File: src/rtl/ram_port_arbiter_if.sv
// Requester, response and RAM-side signals of the two-port RAM arbiter.
// slave = arbiter side, master = requesters plus RAM model.
interface ram_port_arbiter_if #(
    parameter int DATA_WIDTH = 32,
    parameter int ADDR_WIDTH = 10
);
    logic                  req0_valid, req0_ready, req0_we, req0_last;
    logic [ADDR_WIDTH-1:0] req0_addr;
    logic [DATA_WIDTH-1:0] req0_wdata;
    logic                  req1_valid, req1_ready, req1_we, req1_last;
    logic [ADDR_WIDTH-1:0] req1_addr;
    logic [DATA_WIDTH-1:0] req1_wdata;
    logic                  rsp0_valid, rsp1_valid;
    logic [DATA_WIDTH-1:0] rsp0_rdata, rsp1_rdata;
    logic                  ram_en, ram_we;
    logic [ADDR_WIDTH-1:0] ram_addr;
    logic [DATA_WIDTH-1:0] ram_din, ram_dout;

    modport slave (
        input  req0_valid, req0_we, req0_last, req0_addr, req0_wdata,
        input  req1_valid, req1_we, req1_last, req1_addr, req1_wdata,
        output req0_ready, req1_ready,
        output rsp0_valid, rsp0_rdata, rsp1_valid, rsp1_rdata,
        output ram_en, ram_we, ram_addr, ram_din,
        input  ram_dout
    );

    modport master (
        output req0_valid, req0_we, req0_last, req0_addr, req0_wdata,
        output req1_valid, req1_we, req1_last, req1_addr, req1_wdata,
        input  req0_ready, req1_ready,
        input  rsp0_valid, rsp0_rdata, rsp1_valid, rsp1_rdata,
        input  ram_en, ram_we, ram_addr, ram_din,
        output ram_dout
    );
endinterface

File: src/rtl/ram_port_arbiter.sv
// Round-robin arbiter sharing one single-port RAM between two burst requesters.
// Grant is locked from the first to the last beat of a burst; reads answer one cycle later.
module ram_port_arbiter #(
    parameter int DATA_WIDTH = 32,
    parameter int ADDR_WIDTH = 10
) (
    input logic            clk,
    input logic            rst,
    ram_port_arbiter_if.slave bus
);
    typedef enum logic [1:0] {IDLE, OWN0, OWN1} state_t;

    state_t                     state, state_nxt;
    logic                       prio, prio_nxt;
    logic [1:0]                 rd_pend, rd_pend_nxt;
    logic [1:0]                 vld, we, last, rdy;
    logic [1:0][ADDR_WIDTH-1:0] addr;
    logic [1:0][DATA_WIDTH-1:0] wdata;
    logic                       acc, sel;
    logic [1:0]                 rsp_vld;

    assign vld   = {bus.req1_valid, bus.req0_valid};
    assign we    = {bus.req1_we,    bus.req0_we};
    assign last  = {bus.req1_last,  bus.req0_last};
    assign addr  = {bus.req1_addr,  bus.req0_addr};
    assign wdata = {bus.req1_wdata, bus.req0_wdata};

    assign bus.req0_ready = rdy[0];
    assign bus.req1_ready = rdy[1];

    // Response of a read accepted just before a reset cycle is dropped.
    assign rsp_vld        = rst ? 2'b00 : rd_pend;
    assign bus.rsp0_valid = rsp_vld[0];
    assign bus.rsp1_valid = rsp_vld[1];
    assign bus.rsp0_rdata = rsp_vld[0] ? bus.ram_dout : '0;
    assign bus.rsp1_rdata = rsp_vld[1] ? bus.ram_dout : '0;

    always_comb begin
        rdy          = 2'b00;
        state_nxt    = state;
        prio_nxt     = prio;
        rd_pend_nxt  = 2'b00;
        bus.ram_en   = 1'b0;
        bus.ram_we   = 1'b0;
        bus.ram_addr = '0;
        bus.ram_din  = '0;
        if (!rst) begin
            case (state)
                IDLE:    rdy = (&vld) ? (prio ? 2'b10 : 2'b01) : vld;
                OWN0:    rdy = {1'b0, vld[0]};
                OWN1:    rdy = {vld[1], 1'b0};
                default: rdy = 2'b00;
            endcase
        end
        acc = |rdy;
        sel = rdy[1];
        if (acc) begin
            bus.ram_en       = 1'b1;
            bus.ram_we       = we[sel];
            bus.ram_addr     = addr[sel];
            bus.ram_din      = wdata[sel];
            rd_pend_nxt[sel] = ~we[sel];
            if (last[sel]) begin
                state_nxt = IDLE;
                prio_nxt  = ~sel;
            end else begin
                state_nxt = sel ? OWN1 : OWN0;
            end
        end
    end

    always_ff @(posedge clk) begin
        if (rst) begin
            state   <= IDLE;
            prio    <= 1'b0;
            rd_pend <= 2'b00;
        end else begin
            state   <= state_nxt;
            prio    <= prio_nxt;
            rd_pend <= rd_pend_nxt;
        end
    end
endmodule

File: src/flat_wrapper.sv
// flat-port wrapper written by rule: the top's interface ports become plain ports
module ram_port_arbiter_flat 
#(
    parameter int DATA_WIDTH = 32,
    parameter int ADDR_WIDTH = 10
)
  (clk, rst, bus_req0_valid, bus_req0_we, bus_req0_last, bus_req0_addr, bus_req0_wdata, bus_req1_valid, bus_req1_we, bus_req1_last, bus_req1_addr, bus_req1_wdata, bus_req0_ready, bus_req1_ready, bus_rsp0_valid, bus_rsp0_rdata, bus_rsp1_valid, bus_rsp1_rdata, bus_ram_en, bus_ram_we, bus_ram_addr, bus_ram_din, bus_ram_dout);
  ram_port_arbiter_if #(.DATA_WIDTH(DATA_WIDTH), .ADDR_WIDTH(ADDR_WIDTH)) bus_i ();
  input logic clk;
  input logic rst;
  input wire logic [$bits(bus_i.req0_valid)-1:0] bus_req0_valid;
  input wire logic [$bits(bus_i.req0_we)-1:0] bus_req0_we;
  input wire logic [$bits(bus_i.req0_last)-1:0] bus_req0_last;
  input wire logic [$bits(bus_i.req0_addr)-1:0] bus_req0_addr;
  input wire logic [$bits(bus_i.req0_wdata)-1:0] bus_req0_wdata;
  input wire logic [$bits(bus_i.req1_valid)-1:0] bus_req1_valid;
  input wire logic [$bits(bus_i.req1_we)-1:0] bus_req1_we;
  input wire logic [$bits(bus_i.req1_last)-1:0] bus_req1_last;
  input wire logic [$bits(bus_i.req1_addr)-1:0] bus_req1_addr;
  input wire logic [$bits(bus_i.req1_wdata)-1:0] bus_req1_wdata;
  output wire logic [$bits(bus_i.req0_ready)-1:0] bus_req0_ready;
  output wire logic [$bits(bus_i.req1_ready)-1:0] bus_req1_ready;
  output wire logic [$bits(bus_i.rsp0_valid)-1:0] bus_rsp0_valid;
  output wire logic [$bits(bus_i.rsp0_rdata)-1:0] bus_rsp0_rdata;
  output wire logic [$bits(bus_i.rsp1_valid)-1:0] bus_rsp1_valid;
  output wire logic [$bits(bus_i.rsp1_rdata)-1:0] bus_rsp1_rdata;
  output wire logic [$bits(bus_i.ram_en)-1:0] bus_ram_en;
  output wire logic [$bits(bus_i.ram_we)-1:0] bus_ram_we;
  output wire logic [$bits(bus_i.ram_addr)-1:0] bus_ram_addr;
  output wire logic [$bits(bus_i.ram_din)-1:0] bus_ram_din;
  input wire logic [$bits(bus_i.ram_dout)-1:0] bus_ram_dout;
  assign bus_i.req0_valid = bus_req0_valid;
  assign bus_i.req0_we = bus_req0_we;
  assign bus_i.req0_last = bus_req0_last;
  assign bus_i.req0_addr = bus_req0_addr;
  assign bus_i.req0_wdata = bus_req0_wdata;
  assign bus_i.req1_valid = bus_req1_valid;
  assign bus_i.req1_we = bus_req1_we;
  assign bus_i.req1_last = bus_req1_last;
  assign bus_i.req1_addr = bus_req1_addr;
  assign bus_i.req1_wdata = bus_req1_wdata;
  assign bus_req0_ready = bus_i.req0_ready;
  assign bus_req1_ready = bus_i.req1_ready;
  assign bus_rsp0_valid = bus_i.rsp0_valid;
  assign bus_rsp0_rdata = bus_i.rsp0_rdata;
  assign bus_rsp1_valid = bus_i.rsp1_valid;
  assign bus_rsp1_rdata = bus_i.rsp1_rdata;
  assign bus_ram_en = bus_i.ram_en;
  assign bus_ram_we = bus_i.ram_we;
  assign bus_ram_addr = bus_i.ram_addr;
  assign bus_ram_din = bus_i.ram_din;
  assign bus_i.ram_dout = bus_ram_dout;
  ram_port_arbiter #(.DATA_WIDTH(DATA_WIDTH), .ADDR_WIDTH(ADDR_WIDTH)) u_core (.clk(clk), .rst(rst), .bus(bus_i));
endmodule
File: config.mk
export PLATFORM = sky130hd
export DESIGN_NAME = ram_port_arbiter_flat
export DESIGN_NICKNAME = d
export VERILOG_FILES = /design/src/rtl/ram_port_arbiter_if.sv /design/src/rtl/ram_port_arbiter.sv /design/src/flat_wrapper.sv
export SDC_FILE = /design/constraint.sdc
export NUM_CORES = 1
export LEC_CHECK = 0
export CORE_AREA = 2 2 90 92
export DETAILED_ROUTE_END_ITERATION = 16
export DIE_AREA = 0 0 92 94
export PLACE_DENSITY = 0.7
export SLEW_MARGIN = 40
export SYNTH_ARGS = -nofsm -noshare
export SYNTH_HDL_FRONTEND = slang
export SYNTH_SLANG_ARGS = --single-unit
File: constraint.sdc
create_clock -name clk -period 1.21 [get_ports clk]
set_input_delay 0.121 -clock clk [delete_from_list [all_inputs] [get_ports clk]]
set_output_delay 0.121 -clock clk [all_outputs]
set_load 0.02 [all_outputs]
---- Word-level counts from Yosys, hierarchy flattened ----
Cells that the tools add are included.
storage, ports and cells
  memory bits (read-only) ................. 0
  output and inout port bits .............. 112
  bits in writable memories ............... 0
  input bits .............................. 124
  memories ................................ 0
  register bits ........................... 5
  bits in latches ......................... 0
cells by class
  shift operators ......................... 0
  equal/unequal tests ..................... 2
  multiply operators ...................... 0
  muxes and demuxes ....................... 23
  bitwise gates (word level) .............. 4
  $add $sub $neg .......................... 0
  reductions and logical operators ........ 6
  divide/modulo/power cells ............... 0
  $lt $le $gt $ge ......................... 2
operators with widths
  cell                                                       count
  2-to-1 mux 32 bit                                          5
  2-to-1 mux 10 bit                                          3
  2-to-1 mux 2 bit                                           6
  2-to-1 mux 1 bit                                           7
  one-hot mux 2 bit (3 select lines)                         1
  AND reduction 2 bit                                        2
  OR reduction 2 bit                                         2
  NOT 1 bit                                                  3
  bitwise AND 2 bit                                          1
  equality test 2 x 1 -> 1 bit (second input constant)       1
  equality test 2 bit (second input constant)                1
  logical NOT 2 bit                                          1
  < comparator 1 x 2 -> 1 bit (second input constant)        1
  demux 1 bit (select 1 bit)                                 1
  greater-or-equal comparator 1 bit (second input constant)  1
  logical AND 1 bit                                          1

---- Depth between registers and ports, before layout ----
Gate-level depths: netlist of run 1.
  depth after elaboration ................. 9
  depth in mapped cells ................... 5
  mapped depth without buffers ............ 4

---- Worst setup path before layout of run 1 ----
Ideal clock, no wire load.
  path type ............................... register -> output
  start ................................... register u_core.state[0]
  end ..................................... output bus_ram_din[23]
  cell stages (with the launch flop) ...... 6
  path slack .............................. -216 ps
  arrival time ............................ 1305 ps
  buffers on the path ..................... 1
  required time ........................... 1089 ps
  cell sequence ........................... dfxtp_1 nand2b_4 or3_4 clkinv_4 buf_6 a22o_1
on the way
  longest elaborated chain between the ends .. 6
ends and longest elaborated chain
  item                                                   line                    source
  from (decl)                                            ram_port_arbiter.sv:13  state_t state, state_nxt;
  from (signal assigned)                                 ram_port_arbiter.sv:78  state <= state_nxt;
  equality test 2 bit (tied with other cells)            ram_port_arbiter.sv:48  case (state)
  one-hot mux 2 bit (3 select lines) *                   ram_port_arbiter.sv:48
  2-to-1 mux 2 bit *                                     ram_port_arbiter.sv:47  if (!rst) begin
  net bus_req1_ready                                     flat_wrapper.sv:22      output wire logic [$bits(bus_i.req1_ready)-1:0] bus_req1_ready;
  2-to-1 mux 32 bit (not written as such) (2 in series)  ram_port_arbiter.sv:61  bus.ram_din = wdata[sel];
  2-to-1 mux 32 bit *                                    ram_port_arbiter.sv:57  if (acc) begin
  to (decl)                                              flat_wrapper.sv:30      output wire logic [$bits(bus_i.ram_din)-1:0] bus_ram_din;
Mark *: on every way through the listed nets, which the timed path passes. The rest lies on a longest branch. The select of a mux whose other input is x is not followed.

---- Worst setup path in the final report of run 1 ----
  start ................................... register u_core.state[1]
  end ..................................... output bus_ram_din[2]
on the way
  longest elaborated chain between the ends .. 6
ends and longest elaborated chain
  item                                                   line
  equality test 2 bit (tied with other cells)            ram_port_arbiter.sv:48
  one-hot mux 2 bit (3 select lines) *                   ram_port_arbiter.sv:48
  2-to-1 mux 2 bit *                                     ram_port_arbiter.sv:47
  2-to-1 mux 32 bit (not written as such) (2 in series)  ram_port_arbiter.sv:61
  2-to-1 mux 32 bit *                                    ram_port_arbiter.sv:57
Mark *: on every way between the ends. The rest lies on a longest branch, timed or not. The select of a mux whose other input is x is not followed.

==> results of run 1 <==
==> layout make-up <==
class | instances | area share
clock buffer | 4 | 0.00930
inverter | 4 | 0.00723
multi-input combinational | 125 | 0.294
sequential | 5 | 0.0225
tap | 102 | 0.0263
timing repair buffer | 290 | 0.637
timing repair inverter | 2 | 0.00336
==> layer usage <==
| metal | share of wire | global-route usage | vias to the layer above |
|---|---|---|---|
| li1 | - | - | 1102 |
| met2 | 0.57 | 0.349 | 140 |
| met4 | 0.0050 | 0.0299 | 0 |
| met3 | 0.097 | 0.0514 | 6 |
| met5 | 0 | 0 | - |
| met1 | 0.32 | 0.166 | 1076 |
==> report_power, final <==
part           total, mW  switching [mW]  internal (mW)
registers          0.188          0.0104          0.177
logic               1.67           0.622           1.05
clock network      0.307          0.0811          0.226
total               2.16           0.713           1.45
==> synthesized netlist by cell type <==
library cell and number:
a22o_1 42, o21ai_0 3, a211o_1 1, inv_1 2
nor2b_1 3, buf_6 8, dfxtp_1 5, inv_4 1
a21oi_1 2, nor2_1 1, clkbuf_1 6, nand3b_1 2
and2_1 64, or3_4 1, nand2b_1 1, nand2b_4 1
a21o_1 1, nor3b_1 1, o2bb2ai_1 1, clkinv_4 1
a2111oi_0 1
==> kinds of logic (layout without fill, tap and decap cells) <==
kind of cell           count (synthesis)  count (layout)
AND/OR/NAND/NOR                       74              74
AO/OA/AOI/OAI                         51              51
buffers and inverters                 18             300
flip-flops                             5               5
==> registers in the layout (all words and copies together) (netlist names) <==
| signal | cells |
|---|---|
| u_core.prio | 1 |
| u_core.rd_pend | 2 |
| u_core.state | 2 |
==> worst reg2reg max path, stage by stage (launching register included) <==
cell and delay [ps]:
dfxtp_2 320, nand2b_4 150, a211o_4 320, clkinvlp_4 140, buf_8 150, buf_6 100, o2bb2ai_2 80
==> per-stage QoR <==
| stage | power [mW] | worst slack [ps] | instances |
|---|---|---|---|
| 4_1_cts | 2.07 | -493 | 515 |
| 3_3_place_gp | 1.58 | -1050 | 498 |
| 3_5_place_dp | 1.60 | -1080 | 498 |
| 2_1_floorplan | 0.788 | -139 | 148 |
| 5_1_grt | 2.27 | -525 | 532 |
| 6_report | 2.16 | -482 | 532 |
==> timing repair <==
action	CTS	global route
setup endpoints to repair	115	116
buffers inserted	8	12
pin swaps	8	21
gates cloned	5	5
resized for setup	510	243
==> worst min-delay path by stage <==
stage                                            start                           end  slack (ps)  cells after the start
after floorplan                            bus_req1_we  u_core.rd_pend[1]$_SDFF_PP0_         190                      1
after global placement    u_core.state[1]$_SDFFE_PP0P_  u_core.state[1]$_SDFFE_PP0P_         490                      2
after detailed placement  u_core.state[1]$_SDFFE_PP0P_  u_core.state[1]$_SDFFE_PP0P_         500                      2
after CTS                                          rst      u_core.prio$_SDFFE_PP0P_         470                      3
after global routing                               rst      u_core.prio$_SDFFE_PP0P_         310                      3
final                                              rst      u_core.prio$_SDFFE_PP0P_         290                      3
==> impl_metrics.tcl, run 1 <==
set metrics [dict create \
    yosysSeqAreaShare 0.0879 \
    finalCoreUtilization 0.637 \
    slew_violations 0 \
    drt-initial-drc-count 15 \
    worstPathArrival_ps 1570 \
    io_buffers 235 \
    layout_common_cells "clkdlybuf4s50_1 (120), buf_6 (107), and2_4 (47), buf_4 (45), a22o_4 (38)" \
    cts.sinks 5 \
    tightest_slew_ps 298 \
    synth.net_count 272 \
    fin_skew_ps 0.275 \
    cts_root_buf "clkbuf_8" \
    maxCapViolCount 0 \
    hpwlAfterDp_um 6380 \
    synth_top_cell_by_area "and2_1" \
    cts_hold_buf 0 \
    finish.net_count 555 \
    critPathTopFamily "buffers and inverters" \
    powerDensity_nw_per_um2 446 \
    die_area_um2 8650 \
    yosys.area.top_type_share 0.352 \
    grt_pass1_vias 2332 \
    r2r_cells 6 \
    crit_path_max_incr_delay_ps 320 \
    synth_mux_area_frac 0 \
    setup_viol 115 \
    grt_pass1_wl_um 11800 \
    synth_fa_ha_area_frac 0 \
    clk_pin_slew_ps 40 \
    htreeDepth 1 \
    regToRegStartpoint "u_core.state[1]$_SDFFE_PP0P_" \
    status "finished with violations" \
    synth_cell_type_count 21 \
    drt-total-wl_um 8870 \
    syn_inst 148 \
    rr_endpoint "u_core.prio$_SDFFE_PP0P_" \
    required_ps 1090 \
    detail-route-antenna-nets 0 \
    multiInputGateArea_um2 1420 \
    slew_headroom 0.801 \
    r2r_slack_ps -120 \
    hold_class "in2reg" \
    fmax_ghz 0.591 \
    synth_compound_area_frac 0.375 \
    regArea_um2 109 \
    synthTopCellsByArea "and2_1 (35%), a22o_1 (32%), dfxtp_1 (8.8%)" \
    violations "setup timing" \
    drc 0 \
    rsz0062_at_grt "yes" \
    dr.pass1.iters 4 \
    grt_overflow_total 0 \
    startpoint_type "flop" \
    setup_ws_ps -482 \
    period_minus_slack_ps 1690 \
    finalInstanceArea_um2 4840 \
    gr-usage-all-layers 0.169 \
    grt_max_degree 34 \
    cp_common_cell "buf_6" \
    core_um2 7610 \
    syn_to_final_growth_pct 325 \
    antenna_found_initial 0 \
    fin_crit_sh 1.40 \
    ys_ff_latch 5 \
    diodes 0 \
    crit_start "u_core.state[1]$_SDFFE_PP0P_" \
    cts_buffers 3 \
    setup.worst_path.end "bus_ram_din[2]" \
    clk_latency_ps 220 \
    final_common_cell "clkdlybuf4s50_1" \
    wl_per_cell_um 16.7 \
    path_buf_inv 4 \
    hold_viol 0 \
    detail_route.vias_per_cell 4.37 \
    via_count 2324 \
    rows 32 \
    slowest_stage "dfxtp_2" \
    ioPinCount 236 \
    start_util 0.150 \
    synth_top_family_by_area "simple AND/OR/NAND/NOR gates" \
    die_x_um 92 \
    nFillCells 601 \
    synthesis.area_um2 1140 \
    worst_ir_drop_vdd_uv 255 \
    synth_simple_gate_area_frac 0.419 \
    criticalPathCategory "reg2out" \
    timing.hold.ws_ps 286 \
    cts_tree "done" \
    critical_path.max_fanout 7 \
    cp-end-kind "primary output" \
    synthXorXnorAreaFrac 0 \
    drive_gt1_frac 0.647 \
    clockBufferDepth 2 \
    yosysWarningCount 0 \
    worstSetupPathDepth 7 \
    tns_ps -29540 \
    syn_avg_cell_area_um2 7.69 \
    placed_area_um2 4100 \
    place.gp.congestion 0.802 \
    die_h_um 94 \
    cp_cell_sequence "nand2b_4 > a211o_4 > inv_8 > buf_12 > buf_6 > a22o_4 > buf_6" \
    leakagePower_nw 2.28 \
]
(Power assumes the default switching activity.)
==> run 2, diff against run 1 <==
Settings changed: CTS_CLUSTER_DIAMETER set to 40, SLEW_MARGIN 40 to 20.
==> results of run 2 <==
Final layout, timing and power as in run 1 (identical DEF).
==> run 3, diff against run 2 <==
Settings changed: CTS_BUF_LIST set to sky130_fd_sc_hd__clkbuf_4, REMOVE_ABC_BUFFERS set to 1, TNS_END_PERCENT set to 10.
==> run 3 against run 2 <==
The flow still finishes with violations (setup timing). Combinational power is 19% lower. Design area decreased by 18%. First-iteration DRC count grew 100%. Sequential share of layout area grew 0.46 points. Sequential power about the same. Wire length decreased by 1.4%. Non-clock buffer count fell by 34.
==> impl_metrics.tcl, run 3 (synthesis gave the netlist of run 1 again) <==
set metrics [dict create \
    clk_pin_slew_ps 40 \
    fmax_ghz 0.576 \
    hold_viol 0 \
    die_h_um 94 \
    stdcell_count 504 \
    start_util 0.150 \
    timing.hold.ws_ps 471 \
    r2r_cells 6 \
    grt_pass1_wl_um 12600 \
    slew_violations 0 \
    die_x_um 92 \
    period_minus_slack_ps 1740 \
    antenna_found_initial 0 \
    min_from "bus_req0_last" \
    clockBufferDepth 2 \
    violations "setup timing" \
    critical_path.max_fanout 5 \
    drt-initial-drc-count 30 \
    detail_route.vias_per_cell 4.33 \
    status "finished with violations" \
    grt_pass1_vias 2267 \
    required_ps 1090 \
    setup_ws_ps -526 \
    drt-total-wl_um 8750 \
    final_common_cell "clkdlybuf4s50_1" \
    io_buffers 235 \
    layout_common_cells "clkdlybuf4s50_1 (120), buf_6 (94), and2_1 (62), a22o_1 (42), buf_4 (31)" \
    rows 32 \
    tightest_slew_ps 263 \
    dr.pass1.iters 4 \
    powerDensity_nw_per_um2 440 \
    reg_top3 "u_core.rd_pend x2, u_core.state x2, u_core.prio x1" \
    slowest_stage "or3_4" \
    leakagePower_nw 1.82 \
    startpoint_type "flop" \
    hpwlAfterDp_um 6700 \
    setup_viol 114 \
    cts_tree "done" \
    cts.sinks 5 \
    syn_to_final_growth_pct 249 \
    worstPathArrival_ps 1620 \
    drc 0 \
    dpl.cell_count 488 \
    fin_crit_sh 1.44 \
    clk_latency_ps 240 \
    finalCoreUtilization 0.523 \
    core_um2 7610 \
    diodes 0 \
    wl_per_cell_um 17.4 \
    ioPinCount 236 \
    via_count 2184 \
    critPathTopFamily "simple AND/OR/NAND/NOR gates" \
    criticalPathCategory "reg2out" \
    fin_skew_ps 2.26 \
    cts_hold_buf 0 \
    place.gp.congestion 0.844 \
    rr_endpoint "u_core.prio$_SDFFE_PP0P_" \
    r2r_slack_ps -120 \
    maxCapViolCount 0 \
    worst_ir_drop_vdd_uv 242 \
    detail-route-antenna-nets 0 \
    grt_max_degree 32 \
    htreeDepth 1 \
    rsz0062_at_grt "yes" \
    path_buf_inv 2 \
    gr-usage-all-layers 0.187 \
    die_area_um2 8650 \
    tns_ps -26220 \
    finish.net_count 527 \
    cp-end-kind "primary output" \
    grt_overflow_total 0 \
    crit_path_max_incr_delay_ps 500 \
    holdPathStages 2 \
    slew_headroom 0.825 \
    cp_cell_sequence "nand2b_4 > or3_4 > inv_4 > a22o_1 > buf_6" \
    hold_class "in2reg" \
    cts_root_buf "clkbuf_4" \
    regToRegStartpoint "u_core.prio$_SDFFE_PP0P_" \
    drive_gt1_frac 0.405 \
    holdPathEnd "u_core.prio$_SDFFE_PP0P_" \
    cts_buffers 3 \
]
[run 3: changes by cell type in the layout (fill, tap and decap cells not counted), moves of 13 or more]
cell,delta
and2_1,+45
and2_4,-45
a22o_1,+38
a22o_4,-38
buf_4,-14
buf_6,-13
[run 3: what timing repair did]
action | 4_1_cts | 5_1_grt
endpoints found under the setup margin | 114 | 115
hold endpoints to repair | 0 | 0
setup buffers | 4 | 1
gates resized for setup | 560 | 133
pin swaps | 15 | 11
cloned | 9 | 0
[run 3: how the worst max path moves through the flow]
| stage | startpoint | to | slack (ps) | cells past startpoint |
|---|---|---|---|---|
| finish | u_core.state[0]$_SDFFE_PP0P_ | bus_ram_din[29] | -530 | 5 |
| global route | u_core.prio$_SDFFE_PP0P_ | bus_ram_din[19] | -580 | 5 |
| CTS | u_core.state[1]$_SDFFE_PP0P_ | bus_ram_din[1] | -600 | 7 |
| detailed placement | bus_req1_valid | bus_ram_we | -1140 | 6 |
| global placement | bus_req1_valid | bus_ram_we | -1170 | 6 |
| floorplan | u_core.rd_pend[0]$_SDFF_PP0_ | bus_rsp0_rdata[0] | -530 | 2 |
[run 3: area by class of cell]
type,count,area [µm²]
Tap cell,102,128
Fill cell,712,3630
Multi-Input combinational cell,126,987
Timing Repair Buffer,256,2620
Sequential cell,5,108
Clock buffer,4,30.0
Timing Repair inverter,7,73.8
Inverter,4,32.5
[run 3: where the power goes]
part / switching [mW] / internal, mW
Clock: 0.0659 / 0.147
Sequential: 0.00989 / 0.176
Combinational: 0.554 / 0.798
[run 3: worst register-to-register path: stages (launching register included)]
cell       delay (ps)
dfxtp_2           330
buf_6             120
a211o_1           340
clkinv_4          120
buf_6             140
buf_4             110
o2bb2ai_1          90
[run 3: metrics by stage]
step / power [mW] / cell area (µm²) / setup WS (ps)
3_5_place_dp: 1.41 / 3650 / -1140
2_1_floorplan: 0.592 / 1030 / -525
3_3_place_gp: 1.41 / 3650 / -1170
4_1_cts: 1.74 / 3900 / -603
6_report: 1.75 / 3980 / -526
5_1_grt: 1.84 / 3980 / -583
[run 3: metal layers]
layer,vias up,global-route usage,wire [µm]
met5,-,0,0
met1,988,0.201,3240
met3,4,0.0546,919
met4,0,0.0386,57
met2,143,0.362,4530
li1,1049,-,-
